File: src/rtl/rfsoc_axil2reg.sv
// -----------------------------------------------------------------------------
// rfsoc_axil2reg
//   AXI4-Lite slave to simple register-file bridge. Accepts one AXI4-Lite
//   transaction at a time and turns it into a single-cycle write strobe or a
//   combinational register read.
//
// Ports
//   clk, rstb                       clock (rising edge), async active-low reset
//   s_aw*/s_w*/s_b*                 AXI4-Lite write address/data/response
//   s_ar*/s_r*                      AXI4-Lite read address/response
//   reg_wren                        one-cycle write strobe to the register file
//   reg_offset                      word-aligned byte offset (bits [1:0] = 0)
//   reg_wdata, reg_wstrb            write data and byte enables
//   reg_rdata                       combinational read data for reg_offset
//   dbg_state                       current FSM state (debug visibility)
//
// Handshake semantics: a transfer on any channel happens on the rising edge
// where both valid and ready are high. A valid, once raised by the bridge
// (s_bvalid, s_rvalid), stays high with its payload stable until the matching
// ready is seen; readies are combinational and may be high without valid.
// -----------------------------------------------------------------------------
module rfsoc_axil2reg #(
  parameter logic [15:0] REG_SPACE = 16'h0200
) (
  input  logic        clk,
  input  logic        rstb,
  input  logic [15:0] s_awaddr,
  input  logic        s_awvalid,
  output logic        s_awready,
  input  logic [31:0] s_wdata,
  input  logic [3:0]  s_wstrb,
  input  logic        s_wvalid,
  output logic        s_wready,
  output logic [1:0]  s_bresp,
  output logic        s_bvalid,
  input  logic        s_bready,
  input  logic [15:0] s_araddr,
  input  logic        s_arvalid,
  output logic        s_arready,
  output logic [31:0] s_rdata,
  output logic [1:0]  s_rresp,
  output logic        s_rvalid,
  input  logic        s_rready,
  output logic        reg_wren,
  output logic [15:0] reg_offset,
  output logic [31:0] reg_wdata,
  output logic [3:0]  reg_wstrb,
  input  logic [31:0] reg_rdata,
  output logic [2:0]  dbg_state
);

  localparam logic [1:0] RESP_OKAY   = 2'b00;
  localparam logic [1:0] RESP_SLVERR = 2'b10;

  typedef enum logic [2:0] {
    S_IDLE       = 3'd0,
    S_WR_CAPTURE = 3'd1,
    S_WR_STROBE  = 3'd2,
    S_WR_RESP    = 3'd3,
    S_RD_SETTLE  = 3'd4,
    S_RD_RESP    = 3'd5
  } state_t;

  state_t      r_state;
  state_t      w_state_nxt;

  logic        r_prio_rd;     // 1: read wins the next contended arbitration
  logic        r_aw_cap;
  logic        r_w_cap;
  logic [13:0] r_awaddr;      // word address only; byte lanes come from wstrb
  logic [31:0] r_wdata;
  logic [3:0]  r_wstrb;
  logic        r_wr_err;
  logic        r_rd_err;

  logic        w_grant_rd;
  logic        w_aw_hs;
  logic        w_w_hs;
  logic        w_ar_hs;
  logic        w_aw_have;
  logic        w_w_have;
  logic        w_enter_strobe;
  logic [13:0] w_awaddr_now;
  logic [31:0] w_wdata_now;
  logic [3:0]  w_wstrb_now;
  logic        w_aw_oor;
  logic        w_ar_oor;
  logic        w_unused_addr_lsbs;

  function automatic logic out_of_range(input logic [13:0] word_addr);
    return {word_addr, 2'b00} >= REG_SPACE;
  endfunction

  // The half captured on the edge that enters WR_STROBE has not reached its
  // latch yet, so take it straight from the bus in that case.
  assign w_awaddr_now = r_aw_cap ? r_awaddr : s_awaddr[15:2];
  assign w_wdata_now  = r_w_cap  ? r_wdata  : s_wdata;
  assign w_wstrb_now  = r_w_cap  ? r_wstrb  : s_wstrb;
  assign w_aw_oor     = out_of_range(w_awaddr_now);
  assign w_ar_oor     = out_of_range(s_araddr[15:2]);

  assign w_unused_addr_lsbs = ^{s_awaddr[1:0], s_araddr[1:0]};
  assign dbg_state = r_state;

  // Next state and channel readies
  always_comb begin
    w_state_nxt = r_state;
    s_awready   = 1'b0;
    s_wready    = 1'b0;
    s_arready   = 1'b0;
    // A lone read goes straight through; against a pending write the read
    // only wins when the previous transaction was a write.
    w_grant_rd  = s_arvalid && (!(s_awvalid || s_wvalid) || r_prio_rd);

    case (r_state)
      S_IDLE: begin
        s_arready = w_grant_rd;
        s_awready = !w_grant_rd;
        s_wready  = !w_grant_rd;
      end
      S_WR_CAPTURE: begin
        s_awready = !r_aw_cap;
        s_wready  = !r_w_cap;
      end
      default: ;
    endcase

    w_aw_hs   = s_awvalid && s_awready;
    w_w_hs    = s_wvalid  && s_wready;
    w_ar_hs   = s_arvalid && s_arready;
    w_aw_have = r_aw_cap || w_aw_hs;
    w_w_have  = r_w_cap  || w_w_hs;

    case (r_state)
      S_IDLE: begin
        if (w_ar_hs)                     w_state_nxt = S_RD_SETTLE;
        else if (w_aw_have && w_w_have)  w_state_nxt = S_WR_STROBE;
        else if (w_aw_have || w_w_have)  w_state_nxt = S_WR_CAPTURE;
      end
      S_WR_CAPTURE: if (w_aw_have && w_w_have) w_state_nxt = S_WR_STROBE;
      S_WR_STROBE:  w_state_nxt = S_WR_RESP;
      S_WR_RESP:    if (s_bready) w_state_nxt = S_IDLE;
      S_RD_SETTLE:  w_state_nxt = S_RD_RESP;
      S_RD_RESP:    if (s_rready) w_state_nxt = S_IDLE;
      default:      w_state_nxt = S_IDLE;
    endcase

    w_enter_strobe = (w_state_nxt == S_WR_STROBE) && (r_state != S_WR_STROBE);
  end

  always_ff @(posedge clk or negedge rstb) begin
    if (!rstb) r_state <= S_IDLE;
    else       r_state <= w_state_nxt;
  end

  // Datapath: latches, register-file side and response registers
  always_ff @(posedge clk or negedge rstb) begin
    if (!rstb) begin
      r_prio_rd  <= 1'b0;
      r_aw_cap   <= 1'b0;
      r_w_cap    <= 1'b0;
      r_awaddr   <= '0;
      r_wdata    <= '0;
      r_wstrb    <= '0;
      r_wr_err   <= 1'b0;
      r_rd_err   <= 1'b0;
      reg_wren   <= 1'b0;
      reg_offset <= '0;
      reg_wdata  <= '0;
      reg_wstrb  <= '0;
      s_bvalid   <= 1'b0;
      s_bresp    <= RESP_OKAY;
      s_rvalid   <= 1'b0;
      s_rresp    <= RESP_OKAY;
      s_rdata    <= '0;
    end else begin
      reg_wren <= 1'b0;

      if (w_aw_hs) r_awaddr <= s_awaddr[15:2];
      if (w_w_hs) begin
        r_wdata <= s_wdata;
        r_wstrb <= s_wstrb;
      end

      if (w_enter_strobe) begin
        r_aw_cap   <= 1'b0;
        r_w_cap    <= 1'b0;
        reg_offset <= {w_awaddr_now, 2'b00};
        reg_wdata  <= w_wdata_now;
        reg_wstrb  <= w_wstrb_now;
        reg_wren   <= !w_aw_oor;
        r_wr_err   <= w_aw_oor;
      end else begin
        if (w_aw_hs) r_aw_cap <= 1'b1;
        if (w_w_hs)  r_w_cap  <= 1'b1;
      end

      // The offset is presented one cycle early so reg_rdata has a full
      // cycle to settle before it is sampled in RD_SETTLE.
      if (w_ar_hs) begin
        reg_offset <= {s_araddr[15:2], 2'b00};
        r_rd_err   <= w_ar_oor;
      end

      case (r_state)
        S_WR_STROBE: begin
          s_bvalid <= 1'b1;
          s_bresp  <= r_wr_err ? RESP_SLVERR : RESP_OKAY;
        end
        S_WR_RESP: if (s_bready) begin
          s_bvalid  <= 1'b0;
          r_prio_rd <= 1'b1;
        end
        S_RD_SETTLE: begin
          s_rvalid <= 1'b1;
          s_rdata  <= r_rd_err ? 32'h0 : reg_rdata;
          s_rresp  <= r_rd_err ? RESP_SLVERR : RESP_OKAY;
        end
        S_RD_RESP: if (s_rready) begin
          s_rvalid  <= 1'b0;
          r_prio_rd <= 1'b0;
        end
        default: ;
      endcase
    end
  end

endmodule

File: config.mk
export PLATFORM = sky130hd
export DESIGN_NAME = rfsoc_axil2reg
export DESIGN_NICKNAME = d
export VERILOG_FILES = /design/src/rtl/rfsoc_axil2reg.sv
export SDC_FILE = /design/constraint.sdc
export NUM_CORES = 1
export LEC_CHECK = 0
export ABC_AREA = 1
export BUFFER_PORTS_ARGS = -buffer_cell sky130_fd_sc_hd__clkbuf_2
export CAP_MARGIN = 5
export CORE_MARGIN = 2
export CORE_UTILIZATION = 46
export CTS_BUF_LIST = sky130_fd_sc_hd__clkbuf_16
export DETAILED_ROUTE_END_ITERATION = 8
export GPL_TIMING_DRIVEN = 0
export PLACE_DENSITY = 0.74
export SETUP_SLACK_MARGIN = 0.1
export SKIP_CTS_REPAIR_TIMING = 1
export SLEW_MARGIN = 20
export SYNTH_ARGS = -nofsm -noshare
export SYNTH_HDL_FRONTEND = slang
export SYNTH_SLANG_ARGS = --single-unit
File: constraint.sdc
create_clock -name clk -period 1.9 [get_ports clk]
set_input_delay 0.285 -clock clk [delete_from_list [all_inputs] [get_ports clk]]
set_output_delay 0.285 -clock clk [all_outputs]
set_load 0.01 [all_outputs]
==> results of run 1 <==
synthesized netlist by cell type (all sizes together):
| master | count |
|---|---|
| clkinv | 2 |
| buf | 23 |
| o21ai | 135 |
| conb | 1 |
| inv | 57 |
| nand2 | 228 |
| nor2 | 11 |
| a22o | 32 |
| clkbuf | 22 |
| mux2i | 1 |
| mux2 | 4 |
| nor4 | 1 |
| nand3 | 18 |
| a21oi | 4 |
| or2 | 1 |
| o22ai | 1 |
| a31oi | 1 |
| o21bai | 1 |
| dfrtp | 145 |
| nor3 | 5 |
how the worst min path moves through the flow:
stage / end / slack [ns] / cells after the start
2_1_floorplan: dbg_state[0] / -0.01 / 0
3_3_place_gp: s_rvalid / 0.46 / 2
3_5_place_dp: r_wdata[20] / 0.38 / 1
4_1_cts: r_wdata[20] / -0.06 / 1
5_1_grt: s_rdata[15] / 0.07 / 2
6_report: s_rdata[23] / 0.08 / 2
cells in the final DEF, fill, tap and decap left out, types with 2 or more instances in the layout:
cell       Yosys  routed
nand3_1       17      15
nand3_4        1       2
clkinv_4       0       2
a22o_1        32      32
dfrtp_2        0       3
clkbuf_1      22      15
nor3_4         0       2
nor2_1        11      10
buf_4          6      13
inv_1         55      54
buf_6          1       9
nand2_2        2      23
nor3_1         2       2
nand2_4        2      12
nand3_2        0       2
buf_2         14       6
clkbuf_16      0      19
mux2_2         4       4
nand2_1      224     192
a21oi_2        0       2
dfrtp_1      145     142
conb_1         1       4
o21ai_0       99      98
inv_2          2       3
a21oi_1        4       2
buf_8          0       5
bufinv_16      0       2
o21ai_1       36      29
clkinv_1       2       6
o21ai_2        0       8
clkinv_2       0       5
clkbuf_2       0     199
metal layers:
layer | part of all wire (%) | wire, microns | global-route usage [%] | vias up
li1 | - | - | - | 2725
met1 | 45 | 7350 | 31.7 | 2665
met2 | 47 | 7750 | 34.7 | 213
met3 | 5.7 | 933 | 5.18 | 28
met4 | 1.9 | 305 | 8.09 | 0
met5 | 0 | 0 | 0 | -
report_power, final:
part | total [mW] | leakage [nW] | internal [mW] | switching (mW)
Clock | 3.12 | 0.275 | 1.89 | 1.23
Sequential | 5.27 | 1.83 | 4.49 | 0.777
Combinational | 6.71 | 2.47 | 2.76 | 3.95
Total | 15.1 | 4.58 | 9.14 | 5.95
per-stage QoR:
step / std cells / setup WS (ns) / TNS, ns
after global routing: 1114 / -0.0340 / -0.202
after CTS: 1100 / -0.492 / -8.47
final: 1114 / 0.0476 / 0
after floorplan: 696 / 0.178 / 0
after global placement: 1067 / -1.90 / -277.75
after detailed placement: 1068 / -0.171 / -6.50
layout make-up:
cell class | instances | area (sq um)
Clock inverter | 15 | 125
Fill cell | 1131 | 4720
Timing Repair Buffer | 209 | 1160
Tap cell | 176 | 220
Multi-Input combinational cell | 448 | 2370
Clock buffer | 17 | 425
Buffer | 45 | 312
Inverter | 59 | 233
Sequential cell | 145 | 3630
logic make-up after synthesis:
family | share of synthesized area [%]
AOI/OAI and AO/OA | 16.1
muxes | 0.889
buffers and inverters | 7.07
other | 0.0605
and+or+nand+nor | 17.3
DFF | 58.6
flip-flops by register name, summed over array words and instances (netlist names), 3 cells and up:
name and flops:
r_wstrb 4, s_rdata 32, r_wdata 32, reg_wstrb 4
reg_wdata 32, reg_offset 14, r_awaddr 14, dbg_state 3
worst register-to-register path: stages, from the launching register on:
cell and delay [ns]:
dfrtp_2 0.43, nor3_4 0.25, nand2_2 0.13, nand2_4 0.09
nand2_4 0.06, buf_8 0.14, nand2_8 0.07, nand3_4 0.15
nand2_4 0.17, clkbuf_16 0.16, nand2_2 0.04, nand2_1 0.05
==> impl_metrics.tcl, run 1 <==
set metrics [dict create \
    status "finished, final reports clean" \
    final_net_count 1032 \
    grt_pass1_wl_microns 25600 \
    numClockSinks 145 \
    die_h_microns 120 \
    grt_use_total_pct 22.6 \
    rrSetupSlack_ns 0.09 \
    hold_class "in -> reg" \
    cp_max_fo 7 \
    hpwl_microns 11200 \
    min_period_ns 1.85 \
    cpMaxStageDelayCell "dfrtp_2" \
    clk_pin_slew_ns 0.06 \
    finalInstanceArea_sq_um 8470 \
    path_cells "nor3_4, nand3_2, clkinvlp_4, buf_6, buf_6" \
    grt_overflow_total 0 \
    tritoncts "built" \
    routed_wl_microns 16300 \
    start_util_pct 47.0 \
    worstReg2RegEnd "reg_offset[12]" \
    wl_per_cell_microns 14.7 \
    critPathRequiredTime_ns 1.62 \
    postSynthCellCount 693 \
    drive_gt1_share_pct 35.2 \
    synth-seq-cells 145 \
    first_global_vias 5113 \
    crit_path_end_kind "output pin" \
    io_buffers 195 \
    peakVddDrop_mv 0.820 \
    cts_buffers 17 \
    critPathArrivalTime_ns 1.57 \
    synth_cell_types 29 \
    first_iter_violations 381 \
    synth_top_area_share_pct 58.6 \
    maxSlewViolCount 0 \
    finalHoldViolations 0 \
    synth_area_leaders "dfrtp_1 59%, nand2_1 14%, o21ai_0 8.0%" \
    num_vias 5631 \
    ys_seq_area_share_pct 58.6 \
    cts-root-buf "clkbuf_16" \
    maxCapViolCount 0 \
    critPathMostFrequentCell "buf_6" \
    period_share_pct 97.5 \
    setup-violations-final 0 \
    area_delta_synth_final_pct 36.8 \
    cp.depth 5 \
    critPathKind "reg -> out" \
    viasPerCell 5.05 \
    rsz0062_at_grt "yes" \
    tightest_slew_ns 0.695 \
    final_core_utilization_pct 64.2 \
    drc 0 \
    placed_area_sq_um 7440 \
    static-leakage-power_nw 4.58 \
    slowest_delay_ns 0.43 \
    drt_first_pass_iters 5 \
    p_per_area_nw_per_um2 1780 \
    fin_worst_skew_ns 0.00662 \
    antenna_found_initial 0 \
    timing.rr.start "dbg_state[0]" \
    total_power_mw 15.1 \
    path_buf_inv 3 \
    die_w_microns 120 \
    netlist_area_sq_um 6190 \
    max_clock_freq_ghz 0.540 \
    critPathCapture "s_arready" \
    holdCritStartpoint "reg_rdata[23]" \
    die_area_sq_um 14400 \
    rr_worst_depth 11 \
    cp_top_family "flip-flops" \
    worst_setup_path_start_kind "flop" \
    htreeDepth 4 \
    grt_max_degree 86 \
    startpoint "dbg_state[0]" \
    insertedDiodeCount 0 \
    synth.avg_cell_area_sq_um 8.94 \
    relSlewSlack_pct 53.7 \
    cts_buffer_depth 2 \
    insertion_delay_ns 0.42 \
    row_count 42 \
    hold_slack_ns 0.0835 \
    yosysTopAreaCell "dfrtp_1" \
    antenna_left 0 \
    gp_congestion 0.844 \
    pin_count 204 \
    design.core.area_sq_um 13200 \
    yosysWarnings 0 \
]
Note: power is estimated with default switching activity, not from simulation.
==> run 2, diff against run 1 <==
--- a/config.mk
+++ b/config.mk
@@ -6,7 +6,7 @@
 export NUM_CORES = 1
 export LEC_CHECK = 0
 export ABC_AREA = 1
-export BUFFER_PORTS_ARGS = -buffer_cell sky130_fd_sc_hd__clkbuf_2
+export BUFFER_PORTS_ARGS = -buffer_cell sky130_fd_sc_hd__buf_2
 export CAP_MARGIN = 5
 export CORE_MARGIN = 2
 export CORE_UTILIZATION = 46
==> run 2 against run 1 <==
  * Sequential share of layout area rose by 0.22 points
  * Critical endpoint unchanged
  * Final cell count grew 0.27%
  * Combinational power shrank 4.3%
  * Clock skew grew 0.0037 ns
  * Fmax is 2.5% lower
  * Flip-flop and latch count is the same
  * Largest power group unchanged
  * Wire length up 0.65%
==> impl_metrics.tcl, run 2 (same netlist as run 1, synthesis figures left out) <==
set metrics [dict create \
    setup-violations-final 0 \
    area_delta_synth_final_pct 36.1 \
    peakVddDrop_mv 0.767 \
    design.core.area_sq_um 13200 \
    antenna_left 0 \
    grt_max_degree 89 \
    cts_buffers 17 \
    tightest_slew_ns 0.659 \
    start_util_pct 47.0 \
    first_iter_violations 346 \
    fin_tns_setup_ns 0 \
    io_buffers 195 \
    die_h_microns 120 \
    drive_gt1_share_pct 31.3 \
    path_cells "nor3_4, nand3_2, clkinvlp_4, buf_6, buf_6" \
    final_common_cell "nand2_1" \
    final_net_count 1035 \
    tritoncts "built" \
    antenna_found_initial 0 \
    critPathRequiredTime_ns 1.62 \
    path_buf_inv 3 \
    p_per_area_nw_per_um2 1810 \
    drt_first_pass_iters 6 \
    grt_overflow_total 0 \
    viasPerCell 5.06 \
    period_share_pct 100 \
    cp.depth 5 \
    first_global_vias 5246 \
    maxCapViolCount 0 \
    wl_per_cell_microns 14.7 \
    hold_class "in -> reg" \
    maxSlewViolCount 0 \
    total_power_mw 15.2 \
    status "finished, final reports clean" \
    fin_worst_skew_ns 0.0103 \
    num_vias 5650 \
    die_w_microns 120 \
    clk_pin_slew_ns 0.06 \
    relSlewSlack_pct 56.1 \
    hpwl_microns 11200 \
    htreeDepth 4 \
    finalHoldViolations 0 \
    routed_wl_microns 16400 \
    slowest_delay_ns 0.45 \
    rsz0062_at_grt "yes" \
    grt_use_total_pct 22.6 \
    worst_setup_path_start_kind "flop" \
    gp_congestion 0.846 \
    cp_max_fo 6 \
    critPathCapture "s_arready" \
    critPathArrivalTime_ns 1.61 \
    cts-root-buf "clkbuf_16" \
    startpoint "dbg_state[0]" \
    critPathMostFrequentCell "buf_6" \
    static-leakage-power_nw 4.59 \
    grt_pass1_wl_microns 25600 \
    row_count 42 \
    rr_worst_depth 10 \
    reg_top3 "r_wdata: 32 flops, reg_wdata: 32 flops, s_rdata: 32 flops" \
    crit_path_end_kind "output pin" \
    cpMaxStageDelayCell "dfrtp_2" \
    most-common-layout-cells "220 x nand2_1, 200 x buf_2, 142 x dfrtp_1" \
    die_area_sq_um 14400 \
    timing.rr.start "dbg_state[0]" \
    critPathKind "reg -> out" \
    min_period_ns 1.90 \
    drc 0 \
    pin_count 204 \
    numClockSinks 145 \
    rrSetupSlack_ns 0.03 \
    cp_top_family "flip-flops" \
    insertedDiodeCount 0 \
    max_clock_freq_ghz 0.526 \
    cts_buffer_depth 2 \
    worstReg2RegEnd "reg_wdata[20]" \
    insertion_delay_ns 0.42 \
]
run 2: area by class of cell:
class / count / area, sq um
Fill cell: 1115 / 4760
Sequential cell: 145 / 3630
Multi-Input combinational cell: 448 / 2210
Timing Repair Buffer: 212 / 1210
Clock buffer: 17 / 425
Buffer: 45 / 280
Inverter: 59 / 228
Tap cell: 176 / 220
Clock inverter: 15 / 214
run 2: power breakdown:
| part | total, mW | internal, mW | switching [mW] | leakage (nW) |
|---|---|---|---|---|
| clock | 3.59 | 2.32 | 1.27 | 0.309 |
| combinational | 6.42 | 2.68 | 3.75 | 2.44 |
| sequential | 5.20 | 4.49 | 0.712 | 1.83 |
| total | 15.2 | 9.49 | 5.73 | 4.59 |
run 2: how the worst min path moves through the flow:
| stage | start | cells past startpoint | end | slack, ns |
|---|---|---|---|---|
| 2_1_floorplan | rstb | 0 | dbg_state[0] | -0.01 |
| 4_1_cts | rstb | 1 | r_wdata[20] | -0.11 |
| 3_3_place_gp | s_rvalid | 2 | s_rvalid | 0.45 |
| 5_1_grt | reg_rdata[15] | 2 | s_rdata[15] | 0.07 |
| 3_5_place_dp | rstb | 1 | r_wdata[20] | 0.34 |
| 6_report | reg_rdata[15] | 2 | s_rdata[15] | 0.09 |
run 2: layer usage:
| layer | track usage (%) | vias to the layer above | share of wire, % |
|---|---|---|---|
| met1 | 31.1 | 2682 | 45 |
| met3 | 4.71 | 30 | 5.7 |
| met5 | 0 | - | 0 |
| li1 | - | 2721 | - |
| met4 | 9.04 | 0 | 2.4 |
| met2 | 35.0 | 217 | 47 |
run 2: stage by stage:
stage / area (sq um) / setup slack [ns] / utilization (%) / hold slack [ns] / std cells
after floorplan: 6200 / 0.178 / - / -0.0106 / 696
after global placement: 7400 / -1.53 / 56.1 / 0.452 / 1067
after detailed placement: 7440 / -0.125 / 56.4 / 0.337 / 1068
after CTS: 8080 / -0.451 / 61.2 / -0.111 / 1100
after global routing: 8430 / -0.101 / 63.9 / 0.0730 / 1117
final: 8430 / 0.000576 / 63.9 / 0.0881 / 1117
==> run 3, diff against run 2 <==
--- a/config.mk
+++ b/config.mk
@@ -6,8 +6,9 @@
 export NUM_CORES = 1
 export LEC_CHECK = 0
 export ABC_AREA = 1
-export BUFFER_PORTS_ARGS = -buffer_cell sky130_fd_sc_hd__buf_2
+export BUFFER_PORTS_ARGS = -buffer_cell sky130_fd_sc_hd__buf_4
 export CAP_MARGIN = 5
+export CORE_ASPECT_RATIO = 1.4
 export CORE_MARGIN = 2
 export CORE_UTILIZATION = 46
 export CTS_BUF_LIST = sky130_fd_sc_hd__clkbuf_16
==> run 3 against run 2 <==
  * The flow now finishes with violations (negative setup slack)
  * Sequential share of layout area decreased by 2.0 points
  * Clock power fell by 14%
  * Cell area is 4.9% higher
  * Final cell count rose by 0.27%
  * Count of clock-buffer cells in the layout unchanged
  * Register-to-register slack got worse by 0.02 ns
  * Combinational power grew 8.6%
  * Fmax decreased by 1.6%
  * Flip-flop and latch count is the same
  * First-iteration DRC count shrank 40%
  * Core utilization increased by 2.8 points
==> impl_metrics.tcl, run 3 (same netlist as run 1, synthesis figures left out) <==
set metrics [dict create \
    path_cells "nor3_4, nand3_2, clkinvlp_4, buf_6, buf_6" \
    first_iter_violations 209 \
    fin_tns_setup_ns -0.0295 \
    first_global_vias 5226 \
    cts-root-buf "clkbuf_16" \
    wl_per_cell_microns 15.0 \
    tritoncts "built" \
    rsz0062_at_grt "yes" \
    hold_slack_ns 0.0723 \
    most-common-layout-cells "207 x nand2_1, 207 x buf_4, 143 x dfrtp_1" \
    placed_cells 1074 \
    htreeDepth 4 \
    area_delta_synth_final_pct 42.8 \
    finalInstanceArea_sq_um 8840 \
    grt_pass1_wl_microns 25500 \
    crit_path_end_kind "output pin" \
    min_period_ns 1.93 \
    critPathRequiredTime_ns 1.62 \
    setup-violations-final 1 \
    violations "negative setup slack" \
    post-place-ws_ns -0.106 \
    drive_gt1_share_pct 32.4 \
    fin_ws_ns -0.0295 \
    row_count 50 \
    drc 0 \
    placed_area_sq_um 7930 \
    insertedDiodeCount 0 \
    die_h_microns 141 \
    fillers 1125 \
    critPathMostFrequentCell "buf_6" \
    cts_buffers 17 \
    period_share_pct 102 \
    peakVddDrop_mv 0.832 \
    maxCapViolCount 0 \
    antenna_found_initial 0 \
    grt_overflow_total 0 \
    slowest_delay_ns 0.46 \
    p_per_area_nw_per_um2 1730 \
    status "finished with violations" \
    drt_first_pass_iters 5 \
    cp_top_family "flip-flops" \
    insertion_delay_ns 0.43 \
    critPathKind "reg -> out" \
    cp_max_fo 6 \
    numClockSinks 145 \
    io_buffers 195 \
    antenna_left 0 \
    final_net_count 1034 \
    routed_wl_microns 16800 \
    grt_max_degree 87 \
    cpMaxStageDelayCell "dfrtp_2" \
    die_area_sq_um 14400 \
    grt_use_total_pct 22.7 \
    hpwl_microns 11600 \
    critPathArrivalTime_ns 1.64 \
    reg_top3 "r_wdata: 32 flops, reg_wdata: 32 flops, s_rdata: 32 flops" \
    max_clock_freq_ghz 0.518 \
    fin_worst_skew_ns 0.00900 \
    gp_congestion 0.841 \
    final_core_utilization_pct 66.7 \
    cts_buffer_depth 2 \
    pin_count 204 \
    hold_class "in -> reg" \
    path_buf_inv 3 \
    total_power_mw 15.3 \
    clk_pin_slew_ns 0.06 \
    num_vias 5612 \
    maxSlewViolCount 0 \
    finalHoldViolations 0 \
    worst_setup_path_start_kind "flop" \
    viasPerCell 5.01 \
    design.core.area_sq_um 13300 \
    static-leakage-power_nw 4.69 \
    start_util_pct 46.7 \
    finalNonFillerCells 1120 \
    die_w_microns 102 \
]
run 3: worst reg2reg max path, stage by stage, from the launching register on:
cell,delay (ns)
dfrtp_2,0.46
nor3_4,0.26
nand2_2,0.13
nand2_2,0.13
nand2_4,0.07
buf_8,0.14
nand2_8,0.08
nand3_4,0.17
nand2_8,0.17
clkbuf_16,0.15
nand2_1,0.05
nand2_1,0.05
run 3: cell type report:
type	count	area [sq um]	area share, %
clock inverter	13	108	1.22
sequential	145	3630	41.1
multi-input combinational	448	2270	25.7
clock buffer	17	425	4.81
timing repair buffer	211	1660	18.8
tap	182	228	2.57
buffer	45	297	3.35
inverter	59	225	2.55
run 3: power breakdown:
| group | switching (mW) | internal (mW) |
|---|---|---|
| registers | 0.767 | 4.49 |
| logic | 3.80 | 3.17 |
| clock network | 1.22 | 1.87 |
| total | 5.79 | 9.53 |
run 3: worst paths after layout:
check | slack, ns | depth (start not counted) | start | endpoint
max | -0.03 | 5 | dbg_state[2] | s_arready
min | 0.07 | 2 | reg_rdata[29] | s_rdata[29]
max reg2reg | 0.01 | 11 | dbg_state[2] | reg_offset[14]
min reg2reg | 0.47 | 2 | s_bvalid | s_bvalid
max in group asynchronous | 0.73 | 3 | rstb | dbg_state[0]
min in group asynchronous | 0.36 | 2 | rstb | reg_offset[12]
run 3: per-layer routing:
layer / vias up / GRT usage (%) / part of all wire (%)
met5: - / 0 / 0
met4: 0 / 9.12 / 2.7
met3: 31 / 5.62 / 5.9
met2: 187 / 37.1 / 51
met1: 2671 / 28.7 / 40
li1: 2723 / - / -
